**config.mk**
```make
export PLATFORM = sky130hd
export DESIGN_NAME = taxi_stats_tx_flat
export DESIGN_NICKNAME = d
export VERILOG_FILES = /design/src/rtl/taxi_stats_tx_pkg.sv /design/src/rtl/taxi_stats_tx_if.sv /design/src/rtl/taxi_stats_tx_acc.sv /design/src/rtl/taxi_stats_tx.sv /design/src/flat_wrapper.sv
export SDC_FILE = /design/constraint.sdc
export NUM_CORES = 1
export LEC_CHECK = 0
export CORE_ASPECT_RATIO = 0.8
export CORE_UTILIZATION = 45
export CTS_CLUSTER_DIAMETER = 60
export CTS_CLUSTER_SIZE = 30
export DETAILED_ROUTE_END_ITERATION = 8
export PLACE_DENSITY = 0.68
export SLEW_MARGIN = 40
export SYNTH_ARGS = -nofsm -noshare
export SYNTH_HDL_FRONTEND = slang
export SYNTH_HIERARCHICAL = 1
export SYNTH_SLANG_ARGS = --single-unit
```
**constraint.sdc**
```tcl
create_clock -name clk -period 3.1 [get_ports clk]
set_input_delay 0.465 -clock clk [delete_from_list [all_inputs] [get_ports clk]]
set_output_delay 0.465 -clock clk [all_outputs]
set_load 0.05 [all_outputs]
```
**src/rtl/taxi_stats_tx_pkg.sv**
```systemverilog
// rtl/taxi_stats_tx_pkg.sv - shared types, widths and saturating add for the stat transmitter
package taxi_stats_tx_pkg;

  localparam int ACC_W = 16;

  typedef enum logic [0:0] {
    SCAN = 1'b0,
    HOLD = 1'b1
  } state_e;

  // Returns {overflow, result}; result clamps at all-ones when the true sum does not fit.
  function automatic logic [ACC_W:0] sat_add(input logic [ACC_W-1:0] a,
                                             input logic [ACC_W-1:0] b);
    logic [ACC_W:0] s;
    s = {1'b0, a} + {1'b0, b};
    return s[ACC_W] ? {1'b1, {ACC_W{1'b1}}} : s;
  endfunction

endpackage

```
**src/rtl/taxi_stats_tx_if.sv**
```systemverilog
// rtl/taxi_stats_tx_if.sv - ID-tagged stream interface carrying stat-increment words
interface taxi_axis_if #(
  parameter int DATA_W = 16,
  parameter int ID_W   = 8,
  parameter int USER_W = 1
);
  logic [DATA_W-1:0] tdata;
  logic              tvalid;
  logic              tready;
  logic [ID_W-1:0]   tid;
  logic [USER_W-1:0] tuser;

  modport master (output tdata, output tvalid, output tid, output tuser, input tready);
  modport slave  (input tdata, input tvalid, input tid, input tuser, output tready);
endinterface

```
**src/rtl/taxi_stats_tx_acc.sv**
```systemverilog
// rtl/taxi_stats_tx_acc.sv - one channel's saturating accumulator with capture-clear
module taxi_stats_tx_acc
  import taxi_stats_tx_pkg::*;
#(
  parameter int INC_W = 8
) (
  input  logic             clk,
  input  logic             rst,
  input  logic [INC_W-1:0] inc_i,
  input  logic             clear_i,
  output logic [ACC_W-1:0] acc_o,
  output logic             ovf_o
);

  logic [ACC_W-1:0] acc_q, acc_d;
  logic [ACC_W:0]   sum;

  always_comb begin
    sum   = sat_add(acc_q, ACC_W'(inc_i));
    acc_d = sum[ACC_W-1:0];
    ovf_o = 1'b0;
    // Capturing cycle restarts from this cycle's increment so nothing is lost.
    if (clear_i) begin
      acc_d = ACC_W'(inc_i);
    end else begin
      ovf_o = sum[ACC_W];
    end
  end

  always_ff @(posedge clk) begin
    if (rst) begin
      acc_q <= '0;
    end else begin
      acc_q <= acc_d;
    end
  end

  assign acc_o = acc_q;

endmodule

```
**src/rtl/taxi_stats_tx.sv**
```systemverilog
// rtl/taxi_stats_tx.sv - per-channel stat accumulators drained as ID-tagged increment words
// Optional saturation counter port stat_ovf_count enabled by TAXI_STATS_TX_OVF_EN.
module taxi_stats_tx
  import taxi_stats_tx_pkg::*;
#(
  parameter int CNT           = 4,
  parameter int INC_W         = 8,
  parameter int ID_BASE       = 0,
  parameter int UPDATE_PERIOD = 1024,
  parameter int ID_W          = 8
) (
  input  logic                 clk,
  input  logic                 rst,
  input  logic [CNT*INC_W-1:0] stat_inc,
  taxi_axis_if.master          m_axis_stat
`ifdef TAXI_STATS_TX_OVF_EN
  ,
  output logic [31:0]          stat_ovf_count
`endif
);

  localparam int PTR_W = (CNT > 1) ? $clog2(CNT) : 1;
  localparam int TMR_W = (UPDATE_PERIOD > 1) ? $clog2(UPDATE_PERIOD) : 1;
  localparam logic [0:0] S_SCAN = SCAN;
  localparam logic [0:0] S_HOLD = HOLD;

  logic [0:0]       state_q, state_d;
  logic [PTR_W-1:0] ptr_q, ptr_d;
  logic [CNT-1:0]   flush_q, flush_d;
  logic [TMR_W-1:0] timer_q, timer_d;
  logic             tvalid_q, tvalid_d;
  logic [ACC_W-1:0] tdata_q, tdata_d;
  logic [ID_W-1:0]  tid_q, tid_d;

  logic [ACC_W-1:0] acc_w [CNT];
  logic [CNT-1:0]   clear_w;
  logic [CNT-1:0]   ovf_w;
  logic             wrap;
  logic             eligible;

  for (genvar g = 0; g < CNT; g++) begin : g_chan
    taxi_stats_tx_acc #(
      .INC_W (INC_W)
    ) u_acc (
      .clk     (clk),
      .rst     (rst),
      .inc_i   (stat_inc[g*INC_W +: INC_W]),
      .clear_i (clear_w[g]),
      .acc_o   (acc_w[g]),
      .ovf_o   (ovf_w[g])
    );
  end

  always_comb begin
    wrap    = (UPDATE_PERIOD != 0) && (timer_q == TMR_W'(UPDATE_PERIOD - 1));
    timer_d = (wrap || UPDATE_PERIOD == 0) ? '0 : timer_q + 1'b1;
  end

  assign eligible = (acc_w[ptr_q] != '0) && (acc_w[ptr_q][ACC_W-1] || flush_q[ptr_q]);

  always_comb begin
    state_d  = state_q;
    ptr_d    = ptr_q;
    flush_d  = flush_q;
    tvalid_d = tvalid_q;
    tdata_d  = tdata_q;
    tid_d    = tid_q;
    clear_w  = '0;
    if (wrap) begin
      flush_d = '1;
    end
    case (state_q)
      S_SCAN: begin
        // Visit clear comes after the wrap set so the visited channel misses this flush.
        flush_d[ptr_q] = 1'b0;
        ptr_d = (ptr_q == PTR_W'(CNT - 1)) ? '0 : ptr_q + 1'b1;
        if (eligible) begin
          tdata_d        = acc_w[ptr_q];
          tid_d          = ID_W'(ID_BASE) + ID_W'(ptr_q);
          tvalid_d       = 1'b1;
          clear_w[ptr_q] = 1'b1;
          state_d        = S_HOLD;
        end
      end
      default: begin
        if (m_axis_stat.tready) begin
          tvalid_d = 1'b0;
          state_d  = S_SCAN;
        end
      end
    endcase
  end

  always_ff @(posedge clk) begin
    if (rst) begin
      state_q  <= S_SCAN;
      ptr_q    <= '0;
      flush_q  <= '0;
      timer_q  <= '0;
      tvalid_q <= 1'b0;
      tdata_q  <= '0;
      tid_q    <= '0;
    end else begin
      state_q  <= state_d;
      ptr_q    <= ptr_d;
      flush_q  <= flush_d;
      timer_q  <= timer_d;
      tvalid_q <= tvalid_d;
      tdata_q  <= tdata_d;
      tid_q    <= tid_d;
    end
  end

  assign m_axis_stat.tvalid = tvalid_q;
  assign m_axis_stat.tdata  = tdata_q;
  assign m_axis_stat.tid    = tid_q;
  assign m_axis_stat.tuser  = '0;

`ifdef TAXI_STATS_TX_OVF_EN
  logic [31:0] ovf_cnt_q, ovf_cnt_d;

  always_comb begin
    ovf_cnt_d = ovf_cnt_q;
    for (int i = 0; i < CNT; i++) begin
      ovf_cnt_d = ovf_cnt_d + 32'(ovf_w[i]);
    end
  end

  always_ff @(posedge clk) begin
    if (rst) begin
      ovf_cnt_q <= '0;
    end else begin
      ovf_cnt_q <= ovf_cnt_d;
    end
  end

  assign stat_ovf_count = ovf_cnt_q;
`else
  logic unused_ovf;
  assign unused_ovf = ^ovf_w;
`endif

endmodule

```
**src/flat_wrapper.sv**
```systemverilog
// flat-port wrapper written by rule: the top's interface ports become plain ports
module taxi_stats_tx_flat import taxi_stats_tx_pkg::*;
#(
  parameter int CNT           = 4,
  parameter int INC_W         = 8,
  parameter int ID_BASE       = 0,
  parameter int UPDATE_PERIOD = 1024,
  parameter int ID_W          = 8
)
  (clk, rst, stat_inc, m_axis_stat_tdata, m_axis_stat_tvalid, m_axis_stat_tid, m_axis_stat_tuser, m_axis_stat_tready);
  taxi_axis_if #(.DATA_W(16), .ID_W(ID_W), .USER_W(1)) m_axis_stat_i ();
  input  logic clk;
  input  logic rst;
  input  logic [CNT*INC_W-1:0] stat_inc;
  output wire logic [$bits(m_axis_stat_i.tdata)-1:0] m_axis_stat_tdata;
  output wire logic [$bits(m_axis_stat_i.tvalid)-1:0] m_axis_stat_tvalid;
  output wire logic [$bits(m_axis_stat_i.tid)-1:0] m_axis_stat_tid;
  output wire logic [$bits(m_axis_stat_i.tuser)-1:0] m_axis_stat_tuser;
  input wire logic [$bits(m_axis_stat_i.tready)-1:0] m_axis_stat_tready;
  assign m_axis_stat_tdata = m_axis_stat_i.tdata;
  assign m_axis_stat_tvalid = m_axis_stat_i.tvalid;
  assign m_axis_stat_tid = m_axis_stat_i.tid;
  assign m_axis_stat_tuser = m_axis_stat_i.tuser;
  assign m_axis_stat_i.tready = m_axis_stat_tready;
  taxi_stats_tx #(.CNT(CNT), .INC_W(INC_W), .ID_BASE(ID_BASE), .UPDATE_PERIOD(UPDATE_PERIOD), .ID_W(ID_W)) u_core (.clk(clk), .rst(rst), .stat_inc(stat_inc), .m_axis_stat(m_axis_stat_i));
endmodule
```
==> flow_summary.toml, run 1 <==
[sta]
fin_crit_ns = 2.98
finalHoldViolCount = 0
fmax_mhz = 335
slew_violations = 0
timing.final.crit_share_pct = 96.2
rsz0062_at_grt = "false"
slew_headroom_pct = 65.7
finalSetupViolCount = 0
tns_ns = 0
worst_pin_slew_ns = 0.512
clock_skew_ns = 0.00762

[worst_setup_path]
end_kind = "flop"
reg2regPathDepth = 7
reg2reg_to = "u_core/g_chan[2].u_acc/acc_o[14]"
worstPathArrival_ns = 3.24
crit_type = "flop to flop"
cpLargestDelayFamily = "simple AND/OR/NAND/NOR gates"
cp-start-kind = "flop"
reg2reg_setup_slack_ns = 0.12
path_cells = "mux4_1, or4_1, nor2_4, a41oi_4, and2_2, or2_2, a211oi_1"
crit_buf_inv = 0
path_max_fanout = 11
cpPeakStageDelay_ns = 0.62
required_ns = 3.36
rr_startpoint = "u_core/ptr_q[0]"
crit_path_top_delay_cell = "mux4_1"

[synthesis]
synth_area_um2 = 6540
syn_inst = 691
yosysWarnings = 6
syn_area_per_cell_um2 = 9.47

[power_and_ir_drop]
internal_power_w = 0.00293
leakagePower_nw = 2.88
p_per_area_nw_per_um2 = 640
clkPwrFrac_pct = 22.2
p_switching_w = 0.00189
ir_drop_v = 0.000329
netSwitchingFraction_pct = 39.2
seqPwrFrac_pct = 35.2
p_comb_share_pct = 42.7

[finish]
stdcell_area_um2 = 7530
synthToLayoutAreaGrowth_pct = 15.1
nNetsFinal = 818
n_antenna_cell = 0
drive_gt1_share_pct = 16.5
n_fill_cell = 1269

[die]
die_x_um = 137
fp-row-count = 39
dieHeight_um = 110
io_pins = 61
initial_core_util_pct = 45.9
core_um2 = 14200
die_area_um2 = 15000

[global_routing]
grtUsageMet2_pct = 35.4
grt_pass1_wl_um = 25700
grt_max_degree = 55
grtUsageMet3_pct = 3.73
grt_pass1_vias = 5030
track_usage_pct = 22.1
overflow = 0
grt-busiest-layer = "met2"
antenna_found_initial = 0
met1_usage_pct = 31.0

[min_path]
worstHoldEndpoint = "u_core/timer_q[0]"
hold_depth = 1
hold_start = "u_core/timer_q[0]"
hold_class = "flop to flop"

[clock_network]
cts_buffers = 9
cts_tree = "yes"
insertion_delay_ns = 0.35
ctsHtreeMaxLevel = 3
cts_sinks = 100
clock_path_buffers = 2
clk_pin_slew_ns = 0.07
root_buffer = "clkbuf_16"

[placed_design]
gp_congestion = 0.919
portBuffers = 53
hpwlAfterDp_um = 12500
placed_cell_area_um2 = 7220

[job]
cap_violations = 0

[detailed_routing]
wire_per_inst_um = 17.2
wirelength_um = 16000
first_pass_iters = 5
drcViolationCount = 0
routed_via_density = 5.85
ant_nets = 0
vias = 5451
drt-initial-drc-count = 472

[run_status]
status = "finished clean"
==> layout make-up <==
type | instances | area, µm² | share of cell area (%)
well taps | 184 | 230 | 3.06
clock inverters | 7 | 56.3 | 0.748
repair buffers | 68 | 651 | 8.64
clock buffers | 9 | 225 | 2.99
flip-flops and latches | 100 | 2010 | 26.6
multi-input cells | 522 | 4210 | 55.9
inverters | 41 | 154 | 2.04
==> cell usage in the layout, fill, tap and decap left out, types with 24 or more instances in the layout <==
cell	count
inv_1	41
a21oi_1	43
ha_1	37
nand2b_1	36
nor2_1	49
nor3_1	37
a221oi_2	24
nand2_1	34
clkdlybuf4s50_1	52
dfxtp_1	98
==> layer usage <==
layer	vias to the layer above	part of all wire (%)
li1	2673	-
met1	2585	47
met2	173	45
met3	20	5.9
met4	0	1.3
met5	-	0
==> per-stage QoR <==
| stage | util [%] | setup WS [ns] | hold slack, ns | instances | power [W] |
|---|---|---|---|---|---|
| 3_5_place_dp | 50.7 | -0.00164 | 0.453 | 912 | 0.00374 |
| 6_report | 52.9 | 0.117 | 0.460 | 931 | 0.00482 |
| 2_1_floorplan | - | 0.0464 | 0.426 | 697 | 0.00325 |
| 5_1_grt | 52.9 | 0.0287 | 0.498 | 931 | 0.00512 |
| 3_3_place_gp | 50.7 | 0.0965 | 0.441 | 912 | 0.00367 |
| 4_1_cts | 52.7 | 0.0917 | 0.468 | 928 | 0.00481 |
==> power by group through the flow <==
stage / clock network, W / logic [W] / registers [W]
4_1_cts: 0.00109 / 0.00202 / 0.00169
2_1_floorplan: 0 / 0.00165 / 0.00159
3_3_place_gp: 0 / 0.00195 / 0.00172
6_report: 0.00107 / 0.00206 / 0.00170
3_5_place_dp: 0 / 0.00201 / 0.00173
5_1_grt: 0.00114 / 0.00226 / 0.00171
==> worst max path at each step <==
stage | startpoint | endpoint | slack (ns) | cells past startpoint
after floorplan | u_core/ptr_q[0] | u_core/g_chan[0].u_acc/acc_o[15] | 0.05 | 11
after global placement | u_core/ptr_q[0] | u_core/g_chan[2].u_acc/acc_o[15] | 0.1 | 8
after detailed placement | u_core/ptr_q[0] | u_core/g_chan[2].u_acc/acc_o[14] | -0.002 | 8
after CTS | u_core/ptr_q[0] | u_core/g_chan[2].u_acc/acc_o[14] | 0.09 | 8
after global routing | u_core/ptr_q[0] | u_core/g_chan[2].u_acc/acc_o[10] | 0.03 | 7
final | u_core/ptr_q[0] | u_core/g_chan[2].u_acc/acc_o[14] | 0.12 | 7
==> flip-flops by register name, indices dropped and copies added (netlist names) <==
register / flops
u_core/g_chan.u_acc/acc_o: 64
u_core/flush_q: 4
u_core/m_axis_stat.tvalid: 1
u_core/m_axis_stat.tid: 2
u_core/ptr_q: 2
u_core/timer_q: 10
u_core/state_q: 1
u_core/m_axis_stat.tdata: 16
==> worst register-to-register path: stages, from the launching register on <==
cell and delay (ns):
dfxtp_4 0.44, mux4_1 0.62, or4_1 0.59, nor2_4 0.16
a41oi_4 0.15, and2_2 0.31, or2_2 0.40, a211oi_1 0.22
==> repair_timing <==
action / CTS / global route
setup endpoints to repair: 2 / 9
hold buffers: 0 / 0
setup buffers: 0 / 3
resized for setup: 1 / 2
endpoints found under the hold margin: 0 / 0
No activity file was read; power rests on OpenSTA's default activity.
==> run 2: changes to the inputs <==
--- a/config.mk
+++ b/config.mk
@@ -10,7 +10,8 @@
 export CTS_CLUSTER_DIAMETER = 60
 export CTS_CLUSTER_SIZE = 30
 export DETAILED_ROUTE_END_ITERATION = 8
-export PLACE_DENSITY = 0.68
+export HOLD_SLACK_MARGIN = 0.15
+export PLACE_DENSITY = 0.72
 export SLEW_MARGIN = 40
 export SYNTH_ARGS = -nofsm -noshare
 export SYNTH_HDL_FRONTEND = slang
==> run 2 against run 1 <==
Cell count decreased by 0.32%. Register-to-register slack got worse by 0.02 ns. Fmax fell by 0.53%. Critical path type unchanged. Critical endpoint is now u_core/g_chan[2].u_acc/acc_o[15]. Largest power group unchanged.
==> flow_summary.toml, run 2 (synthesized netlist as in run 1, its figures left out) <==
[run_status]
status = "finished clean"

[finish]
n_fill_cell = 1291
n_antenna_cell = 0
stdcell_count = 928
largest_register_ffs = 64
nNetsFinal = 815
drive_gt1_share_pct = 16.0
synthToLayoutAreaGrowth_pct = 15.2
layout_commonest_cell = "dfxtp_1"
layout_common_cells = "dfxtp_1 (99), clkdlybuf4s50_1 (52), nor2_1 (49), a21oi_1 (43), inv_1 (41)"
final_util_pct = 52.9

[worst_setup_path]
path_max_fanout = 9
crit_path_top_delay_cell = "mux4_1"
end_kind = "flop"
cpPeakStageDelay_ns = 0.62
required_ns = 3.35
cpLargestDelayFamily = "simple AND/OR/NAND/NOR gates"
path_cells = "mux4_1, or4_1, nor2_4, a41oi_4, and2_1, or2_2, a311oi_1"
crit_buf_inv = 0
crit_type = "flop to flop"
worstPathArrival_ns = 3.25
cp-start-kind = "flop"

[global_routing]
track_usage_pct = 23.0
overflow = 0
grt_pass1_vias = 5235
antenna_found_initial = 0
grt_max_degree = 37
grt_pass1_wl_um = 26600

[min_path]
hold_class = "flop to flop"

[power_and_ir_drop]
clkPwrFrac_pct = 23.2
p_comb_share_pct = 42.3
seqPwrFrac_pct = 34.5
power_w = 0.00492
netSwitchingFraction_pct = 40.0
leakagePower_nw = 2.87
p_per_area_nw_per_um2 = 652
ir_drop_v = 0.000309
internal_power_w = 0.00295
p_switching_w = 0.00197

[detailed_routing]
wire_per_inst_um = 17.9
drcViolationCount = 0
first_pass_iters = 5
ant_nets = 0
wirelength_um = 16600
m1WireLength_um = 7580
vias = 5514
routed_via_density = 5.94
dr_wl_met3_um = 1120
drt-initial-drc-count = 426
maxUsedRoutingLayer = "met4"
wl_met2_um = 7670

[clock_network]
insertion_delay_ns = 0.36
root_buffer = "clkbuf_16"
cts_sinks = 100
cts_tree = "yes"
clk_pin_slew_ns = 0.07
cts_buffers = 9
clock_path_buffers = 2
ctsHtreeMaxLevel = 3

[die]
core_um2 = 14200
dieHeight_um = 110
die_area_um2 = 15000
die_x_um = 137
io_pins = 61
fp-row-count = 39
initial_core_util_pct = 45.9

[placed_design]
gp_congestion = 0.902
hpwlAfterDp_um = 12800
portBuffers = 53
dp.cells = 912

[sta]
rsz0062_at_grt = "false"
fin_crit_ns = 3.00
finalHoldViolCount = 0
worst_pin_slew_ns = 0.625
holdWs_ns = 0.470
fmax_mhz = 333
slew_violations = 0
timing.final.crit_share_pct = 96.7
clock_skew_ns = 0.0116
finalSetupViolCount = 0
tns_ns = 0
slew_headroom_pct = 58.3

[job]
cap_violations = 0
==> run 2: routing by layer <==
metal	vias to the layer above	global-route usage [%]
met4	0	6.28
met3	19	3.83
li1	2666	-
met2	217	37.6
met5	-	0
met1	2612	31.4
==> run 2: power groups by stage <==
stage                     Sequential (W)  Combinational, W  Clock, W
after floorplan                  0.00159           0.00165         0
after global placement           0.00171           0.00197         0
after detailed placement         0.00172           0.00203         0
after CTS                        0.00169           0.00204   0.00116
after global routing             0.00171           0.00229   0.00122
final                            0.00169           0.00208   0.00114
==> run 2: final timing paths <==
check                          from                          endpoint  slack [ns]  cells past startpoint
setup reg to reg    u_core/ptr_q[0]  u_core/g_chan[2].u_acc/acc_o[15]        0.10                      7
setup / recovery    u_core/ptr_q[0]  u_core/g_chan[2].u_acc/acc_o[15]        0.10                      7
hold reg to reg   u_core/flush_q[3]                 u_core/flush_q[3]        0.47                      2
hold / removal    u_core/flush_q[3]                 u_core/flush_q[3]        0.47                      2
==> run 2: cell type report <==
| cell class | count | area, µm² | area share (%) |
|---|---|---|---|
| Multi-Input combinational cell | 522 | 4210 | 55.9 |
| Sequential cell | 100 | 2010 | 26.6 |
| Timing Repair Buffer | 65 | 628 | 8.33 |
| Tap cell | 184 | 230 | 3.05 |
| Clock buffer | 9 | 225 | 2.99 |
| Inverter | 41 | 154 | 2.04 |
| Clock inverter | 7 | 80.1 | 1.06 |
==> run 2: worst min-delay path: stages, from the launching register on <==
cell and delay (ns):
dfxtp_1 0.31, inv_1 0.05, a221oi_1 0.06
==> run 2: through the flow <==
stage / area (µm²) / setup WS, ns
global route: 7540 / 0.0319
floorplan: 6550 / 0.0464
global placement: 7220 / 0.254
finish: 7540 / 0.101
detailed placement: 7220 / 0.113
CTS: 7530 / 0.0935
==> run 2: what timing repair did <==
action,4_1_cts,5_1_grt
hold buffers,0,0
buffers inserted,0,0
endpoints found under the setup margin,0,4
gates resized for setup,0,2
